===== config.mk =====
export PLATFORM = sky130hd
export DESIGN_NAME = instruction_fetch_unit
export DESIGN_NICKNAME = d
export VERILOG_FILES = /design/src/rtl/instruction_fetch_unit.sv
export SDC_FILE = /design/constraint.sdc
export NUM_CORES = 1
export LEC_CHECK = 0
export ABC_AREA = 1
export CAP_MARGIN = 0
export CORE_AREA = 2 2 173 175
export DETAILED_ROUTE_END_ITERATION = 8
export DIE_AREA = 0 0 175 177
export REMOVE_ABC_BUFFERS = 1
export SKIP_LAST_GASP = 1
export SYNTH_ARGS = -nofsm -noshare
export SYNTH_HDL_FRONTEND = slang
export SYNTH_SLANG_ARGS = --single-unit

===== constraint.sdc =====
create_clock -name clk -period 7.8 [get_ports clk]
set_input_delay 1.56 -clock clk [delete_from_list [all_inputs] [get_ports clk]]
set_output_delay 1.56 -clock clk [all_outputs]
set_load 0.01 [all_outputs]

===== src/rtl/instruction_fetch_unit.sv =====
// Instruction fetch unit: issues word addresses to a one-cycle-latency instruction
// memory, queues the returned words and hands them to decode over valid/ready.
module instruction_fetch_unit #(
  parameter logic [31:0] RESET_PC  = 32'h0,
  parameter int unsigned MEM_SIZE  = 1024,
  parameter int unsigned BUF_DEPTH = 2
) (
  input  logic        clk,
  input  logic        reset,
  input  logic        fetch_enable,
  input  logic        redirect_valid,
  input  logic [31:0] redirect_pc,
  output logic [31:0] fetch_addr,
  input  logic [31:0] mem_instruction,
  output logic        dec_valid,
  input  logic        dec_ready,
  output logic [31:0] dec_instr,
  output logic [31:0] dec_pc,
  output logic        dec_fault
);

  localparam int PTR_W = $clog2(BUF_DEPTH);
  localparam int CNT_W = $clog2(BUF_DEPTH + 1);

  typedef logic [PTR_W-1:0] ptr_t;
  typedef logic [CNT_W-1:0] cnt_t;

  logic [31:0] fetchPc_q, fetchPc_d;
  logic        inflight_q, inflight_d;
  logic [31:0] inflightPc_q, inflightPc_d;
  logic        inflightFault_q, inflightFault_d;
  ptr_t        head_q, head_d;
  ptr_t        tail_q, tail_d;
  cnt_t        count_q, count_d;

  logic [31:0] bufInstr_q [BUF_DEPTH];
  logic [31:0] bufPc_q    [BUF_DEPTH];
  logic        bufFault_q [BUF_DEPTH];

  logic        headValid;
  logic        pop;
  logic        push;
  logic        issue;
  logic [CNT_W:0] occupancy;

  function automatic ptr_t nextPtr(input ptr_t p);
    return (p == ptr_t'(BUF_DEPTH - 1)) ? '0 : p + 1'b1;
  endfunction

  assign headValid  = (count_q != '0);
  assign dec_valid  = headValid & ~redirect_valid;
  assign dec_instr  = headValid ? bufInstr_q[head_q] : '0;
  assign dec_pc     = headValid ? bufPc_q[head_q]    : '0;
  assign dec_fault  = headValid ? bufFault_q[head_q] : 1'b0;
  assign fetch_addr = fetchPc_q;

  assign pop  = dec_valid & dec_ready;
  assign push = inflight_q & ~redirect_valid;

  // Credit check counts the word already in flight so the queue can never overflow.
  assign occupancy = {1'b0, count_q} + (CNT_W + 1)'(inflight_q) - (CNT_W + 1)'(pop);
  assign issue     = fetch_enable & ~redirect_valid &
                     (occupancy < (CNT_W + 1)'(BUF_DEPTH));

  always_comb begin
    fetchPc_d       = fetchPc_q;
    inflight_d      = 1'b0;
    inflightPc_d    = inflightPc_q;
    inflightFault_d = inflightFault_q;
    head_d          = head_q;
    tail_d          = tail_q;
    count_d         = count_q;
    if (redirect_valid) begin
      fetchPc_d = redirect_pc;
      head_d    = '0;
      tail_d    = '0;
      count_d   = '0;
    end else begin
      if (issue) begin
        inflight_d      = 1'b1;
        inflightPc_d    = fetchPc_q;
        inflightFault_d = (fetchPc_q >= 32'(MEM_SIZE));
        fetchPc_d       = fetchPc_q + 32'd1;
      end
      if (pop) begin
        head_d = nextPtr(head_q);
      end
      if (push) begin
        tail_d = nextPtr(tail_q);
      end
      count_d = count_q + cnt_t'(push) - cnt_t'(pop);
    end
  end

  always_ff @(posedge clk) begin
    if (reset) begin
      fetchPc_q       <= RESET_PC;
      inflight_q      <= 1'b0;
      inflightPc_q    <= '0;
      inflightFault_q <= 1'b0;
      head_q          <= '0;
      tail_q          <= '0;
      count_q         <= '0;
    end else begin
      fetchPc_q       <= fetchPc_d;
      inflight_q      <= inflight_d;
      inflightPc_q    <= inflightPc_d;
      inflightFault_q <= inflightFault_d;
      head_q          <= head_d;
      tail_q          <= tail_d;
      count_q         <= count_d;
    end
  end

  // Queue storage needs no reset; count_q alone decides which entries are live.
  always_ff @(posedge clk) begin
    if (!reset && push) begin
      bufInstr_q[tail_q] <= mem_instruction;
      bufPc_q[tail_q]    <= inflightPc_q;
      bufFault_q[tail_q] <= inflightFault_q;
    end
  end

  noPushIntoFullQueue: assert property (@(posedge clk) disable iff (reset)
    push |-> ((count_q != cnt_t'(BUF_DEPTH)) || pop));

endmodule


==> results of run 1 <==
-- registers in the layout, summed over array words and instances, names as in the netlist, named ones only --
name	flops
fetch_addr	32
inflightFault_q	1
bufPc_q	64
inflightPc_q	32
head_q	1
count_q	2
tail_q	1
bufFault_q	2
inflight_q	1
bufInstr_q	64
-- layer usage --
layer / vias to the layer above / GRT usage, %
met2: 162 / 26.4
met3: 30 / 2.99
met4: 0 / 4.27
li1: 3436 / -
met1: 3159 / 19.8
met5: - / 0
-- stage by stage --
step	power, uW	utilization [%]	hold WS (ns)	worst slack [ns]	std cells
detailed placement	1380	36.6	0.439	2.21	1462
floorplan	1270	-	0.420	0.615	897
global placement	1380	36.6	0.434	2.36	1462
CTS	2560	39.5	0.448	2.75	1503
global route	2630	39.5	0.473	2.37	1503
finish	2530	39.5	0.454	2.75	1503
-- cells by family (layout without fill, tap and decap cells) --
logic type | after synthesis | after routing | synth area share (%)
fa+ha+maj | 4 | 4 | 0.664
buf+inv | 130 | 302 | 5.93
xor+xnor | 6 | 6 | 0.606
simple gates | 439 | 439 | 21.7
flops | 201 | 201 | 61.4
compound gates | 161 | 161 | 9.63
-- worst paths after layout --
check	start	end	slack, ns	cells after the start
hold reg to reg	inflightPc_q[6]$_SDFFE_PP0P_	bufPc_q[1][6]$_DFFE_PP_	0.45	0
setup reg to reg	count_q[1]$_SDFF_PP0_	fetch_addr[14]$_SDFFE_PP0P_	4.11	16
hold / removal	inflightPc_q[6]$_SDFFE_PP0P_	bufPc_q[1][6]$_DFFE_PP_	0.45	0
setup / recovery	redirect_valid	fetch_addr[14]$_SDFFE_PP0P_	2.75	16
-- final cells by class --
type                            count  share of cell area, %
Multi-Input combinational cell    610                   24.6
Sequential cell                   201                   46.1
Clock buffer                       31                   5.88
Inverter                           86                   2.79
Timing Repair Buffer              175                   15.0
Clock inverter                     10                   1.38
Tap cell                          390                   4.22
-- critical path: stages --
cell             delay, ns
clkdlybuf4s50_1       0.45
buf_4                 0.38
nor2_1                0.12
nand2_1               0.15
inv_1                 0.07
nand2_1               0.07
inv_1                 0.06
fa_1                  0.49
nand2_1               0.05
nor2_1                0.10
nand2_2               0.43
inv_2                 1.01
nand2_1               0.19
o21ai_1               0.18
nor2_1                0.05
nor2_1                0.07
-- where the power goes --
part,internal (uW),switching (uW),total [uW]
sequential,1160,26.0,1180
clock,745,426,1170
combinational,81.2,92.7,174
-- layout by cell type, fill, tap and decap left out, types with 3 or more instances in the layout --
| cell type | n |
|---|---|
| clkinv_2 | 4 |
| a31oi_1 | 4 |
| o21ai_0 | 25 |
| ha_1 | 3 |
| nand3_1 | 31 |
| inv_2 | 6 |
| xor2_1 | 6 |
| nor2_1 | 74 |
| nor2_2 | 4 |
| clkbuf_1 | 4 |
| buf_4 | 9 |
| nand2_2 | 6 |
| edfxtp_1 | 130 |
| a21oi_1 | 101 |
| clkdlybuf4s50_1 | 166 |
| nor2_4 | 9 |
| dfxtp_1 | 70 |
| nor3_1 | 13 |
| bufinv_16 | 4 |
| o21ai_1 | 21 |
| inv_1 | 80 |
| a211oi_1 | 6 |
| clkbuf_16 | 26 |
| nand4_1 | 15 |
| nand2_1 | 278 |
==> flow_metrics.env, run 1 <==
export IMPL_ioPinCount=167
export IMPL_first_global_vias=6803
export IMPL_dr_total_vias=6787
export IMPL_met3WireLength_um=1270
export IMPL_clock_latency_ns=0.51
export IMPL_drc=0
export IMPL_status="finished clean"
export IMPL_start_util_pct=29.6
export IMPL_met2_wirelength_um=11300
export IMPL_start_kind="input pin"
export IMPL_syn_area_per_cell_um2=9.21
export IMPL_min_path_type="reg2reg"
export IMPL_stdcell_area_um2=11600
export IMPL_grtUsageTotal_pct=15.4
export IMPL_drive_gt1_share_pct=6.92
export IMPL_grt_pass1_wl_um=37300
export IMPL_die_area_um2=31000
export IMPL_grt_max_degree=71
export IMPL_multi_input_comb_area_um2=2850
export IMPL_fin_crit_sh_pct=64.8
export IMPL_area_growth_pct=33.3
export IMPL_path_class="in2reg"
export IMPL_synth_edf_count=130
export IMPL_synth_area_leader_cell="edfxtp_1"
export IMPL_rows=63
export IMPL_synth_top_cell_area_share_pct=45.0
export IMPL_wire_per_inst_um=15.7
export IMPL_p_leak_uw=0.00423
export IMPL_syn_inst=941
export IMPL_core_area_um2=29200
export IMPL_drtAntennaViolNets=0
export IMPL_top_layer_used="met4"
export IMPL_gr_total_overflow=0
export IMPL_clk_pin_slew_ns=0.06
export IMPL_cts_tree="yes"
export IMPL_cp_max_fo=70
export IMPL_ctsResizeCount=0
export IMPL_timing_hold_violations_final=0
export IMPL_dpl_hpwl_um=15200
export IMPL_cp_arrival_ns=5.50
export IMPL_slew_violations=0
export IMPL_htree_num_levels=1
export IMPL_drv_cap=0
export IMPL_fp_dieH_um=177
export IMPL_rsz0062_at_grt="no"
export IMPL_regArea_um2=5330
export IMPL_vias_per_cell=4.52
export IMPL_required_ns=8.24
export IMPL_gp_congestion=0.823
export IMPL_synth_commonest_cells="278 x nand2_1, 130 x edfxtp_1, 101 x a21oi_1, 81 x inv_1, 76 x nor2_1"
export IMPL_clockBufferDepth=3
export IMPL_num_fill_cells=2883
export IMPL_finalSetupViolations=0
export IMPL_place_area_um2=10700
export IMPL_grt_antenna_before_repair=0
export IMPL_post_route_min_period_ns=5.05
export IMPL_numCtsBuffers=23
export IMPL_synth_area_um2=8670
export IMPL_synthTopCellsByArea="edfxtp_1 45%, dfxtp_1 16%, nand2_1 12%"
export IMPL_yosys_warnings=0
export IMPL_ys_seq_elements=201
export IMPL_slew_headroom_pct=25.5
export IMPL_final_nets=1170
export IMPL_synth_async_reset_ratio_pct=0
export IMPL_dr_pass1_iters=6
export IMPL_synthFlopType="edfxtp_1"
export IMPL_cts_root_buf="clkbuf_16"
export IMPL_clkSinkCount=201
export IMPL_synth_most_common_cell="nand2_1"
export IMPL_end_kind="register"
export IMPL_met1Wirelength_um=10600
export IMPL_drt_wl_total_um=23600
export IMPL_postCtsSetupBuffers=0
export IMPL_yosysSeqAreaShare_pct=61.4
export IMPL_skew_ns=0.0157
export IMPL_die_x_um=175
export IMPL_p_per_area_nw_per_um2=219
export IMPL_tightest_slew_ns=1.12
export IMPL_fmax_mhz=198
export IMPL_ys_types=34
export IMPL_cts_hold_buf=0
export IMPL_port_buffers=166
export IMPL_max_vdd_ir_drop_mv=0.152
export IMPL_drt_iter0_drc=337
export IMPL_antenna_cells=0
export IMPL_fin_setup_tns_ns=0
Note: power is estimated with default switching activity, not from simulation.
==> run 2: changes to the inputs <==
==> constraint.sdc (replaced) <==
create_clock -name clk -period 4.45 [get_ports clk]
set_input_delay 0.89 -clock clk [delete_from_list [all_inputs] [get_ports clk]]
set_output_delay 0.89 -clock clk [all_outputs]
set_load 0.01 [all_outputs]
==> run 2 against run 1 <==
Against the previous run: first-iteration DRC count rose by 3.6%; register-to-register slack lost 2.6 ns; via count increased by 1.5%; sequential power grew 75%; routed wire length increased by 2.2%; worst hold slack got worse by 0.0013 ns; critical endpoint is now dec_instr[15]; largest cell class unchanged.
==> flow_metrics.env, run 2 (synthesized netlist as in run 1, its figures left out) <==
export IMPL_die_x_um=175
export IMPL_start_kind="register"
export IMPL_p_leak_uw=0.00420
export IMPL_max_vdd_ir_drop_mv=0.251
export IMPL_dpl_hpwl_um=15500
export IMPL_drive_gt1_share_pct=7.17
export IMPL_htree_num_levels=1
export IMPL_stdcell_area_um2=11500
export IMPL_rsz0062_at_grt="no"
export IMPL_mostFrequentLayoutCells="278 x nand2_1, 166 x clkdlybuf4s50_1, 130 x edfxtp_1"
export IMPL_ioPinCount=167
export IMPL_fin_crit_sh_pct=77.2
export IMPL_final_nets=1173
export IMPL_timing_hold_violations_final=0
export IMPL_vias_per_cell=4.58
export IMPL_grtUsageTotal_pct=15.6
export IMPL_drv_cap=0
export IMPL_start_util_pct=29.6
export IMPL_path_class="reg2out"
export IMPL_grt_pass1_wl_um=37700
export IMPL_drt_wl_total_um=24200
export IMPL_required_ns=3.56
export IMPL_dr_total_vias=6890
export IMPL_gp_congestion=0.858
export IMPL_num_fill_cells=2932
export IMPL_worstReg2RegEnd="fetch_addr[15]$_SDFFE_PP0P_"
export IMPL_die_area_um2=31000
export IMPL_min_path_type="reg2reg"
export IMPL_r2r_slack_ns=1.48
export IMPL_dr_pass1_iters=4
export IMPL_critPathSlowestCell="clkdlybuf4s50_1"
export IMPL_fp_dieH_um=177
export IMPL_utilization_pct=39.3
export IMPL_fmax_mhz=291
export IMPL_port_buffers=166
export IMPL_clkSinkCount=201
export IMPL_ctsResizeCount=0
export IMPL_crit_chain="inv_2 -> buf_4 -> nand2_1 -> a21oi_1 -> clkdlybuf4s50_1"
export IMPL_rows=63
export IMPL_r2r_start="count_q[1]$_SDFF_PP0_"
export IMPL_drc=0
export IMPL_cp_arrival_ns=2.54
export IMPL_antenna_cells=0
export IMPL_grt_antenna_before_repair=0
export IMPL_cp_max_fo=29
export IMPL_r2r_cells=17
export IMPL_core_area_um2=29200
export IMPL_clk_pin_slew_ns=0.06
export IMPL_wire_per_inst_um=16.0
export IMPL_final_common_cell="nand2_1"
export IMPL_area_growth_pct=32.6
export IMPL_drtAntennaViolNets=0
export IMPL_post_route_min_period_ns=3.43
export IMPL_place_area_um2=10800
export IMPL_cts_root_buf="clkbuf_16"
export IMPL_numCtsBuffers=23
export IMPL_holdPathStages=0
export IMPL_status="finished clean"
export IMPL_skew_ns=0.0129
export IMPL_reg_top3="bufInstr_q: 64 flops, bufPc_q: 64 flops"
export IMPL_clockBufferDepth=3
export IMPL_cts_tree="yes"
export IMPL_hp_start="inflightPc_q[15]$_SDFFE_PP0P_"
export IMPL_p_per_area_nw_per_um2=367
export IMPL_grt_max_degree=66
export IMPL_gr_total_overflow=0
export IMPL_finalSetupViolations=0
export IMPL_whs_endpoint="bufPc_q[0][15]$_DFFE_PP_"
export IMPL_end_kind="output pin"
export IMPL_drt_iter0_drc=349
export IMPL_postCtsSetupBuffers=0
export IMPL_critPathMaxStageDelay_ns=0.57
export IMPL_slew_violations=0
export IMPL_first_global_vias=6815
export IMPL_slew_headroom_pct=41.5
export IMPL_clock_latency_ns=0.51
export IMPL_cts_hold_buf=0
export IMPL_tightest_slew_ns=0.878
-- run 2: cell types whose count changed in the layout (fill, tap and decap cells not counted), moves of 2 or more --
cell / before / now
buf_12: 0 / 2
clkbuf_16: 26 / 23
clkinvlp_4: 1 / 3
clkinv_2: 4 / 6
bufinv_16: 4 / 2
-- run 2: how the worst max path moves through the flow --
stage | endpoint | slack [ns]
after floorplan | bufFault_q[1]$_DFFE_PP_ | -2.07
final | dec_instr[15] | 1.02
after global placement | fetch_addr[15]$_SDFFE_PP0P_ | 0.68
after CTS | dec_instr[15] | 0.94
after global routing | dec_instr[8] | 0.86
after detailed placement | fetch_addr[15]$_SDFFE_PP0P_ | 0.64
-- run 2: where the power goes --
group | internal (uW) | switching [uW]
clock | 1080 | 750
combinational | 144 | 164
sequential | 2030 | 45.6
total | 3260 | 959
-- run 2: worst max-delay path: cells and delay by family (launching register included) --
family	cells	cell delay, ns
compound gates	1	0.17
buf+inv	3	1.44
flops	1	0.32
simple gates	1	0.08
-- run 2: area by class of cell --
class	count	area, um^2	share of cell area, %
repair buffers	178	1780	15.5
flip-flops and latches	201	5330	46.3
multi-input cells	610	2850	24.8
clock buffers	27	601	5.22
well taps	390	488	4.25
clock inverters	14	134	1.16
inverters	86	323	2.81
-- run 2: routing by layer --
layer	track usage [%]	up-vias	routed length [um]
met2	26.5	180	11400
met3	3.09	31	1450
met5	0	-	0
met4	4.79	0	573
li1	-	3438	-
met1	20.0	3241	10700
-- run 2: metrics by stage --
step                setup TNS, ns  total power, uW  hold WS (ns)  instances  worst slack [ns]
finish                          0             4220         0.453       1506              1.02
global route                    0             4380         0.470       1506             0.863
CTS                             0             4280         0.455       1506             0.941
detailed placement              0             2420         0.439       1465             0.639
global placement                0             2420         0.432       1465             0.680
floorplan                 -170.12             2230         0.420        897             -2.07
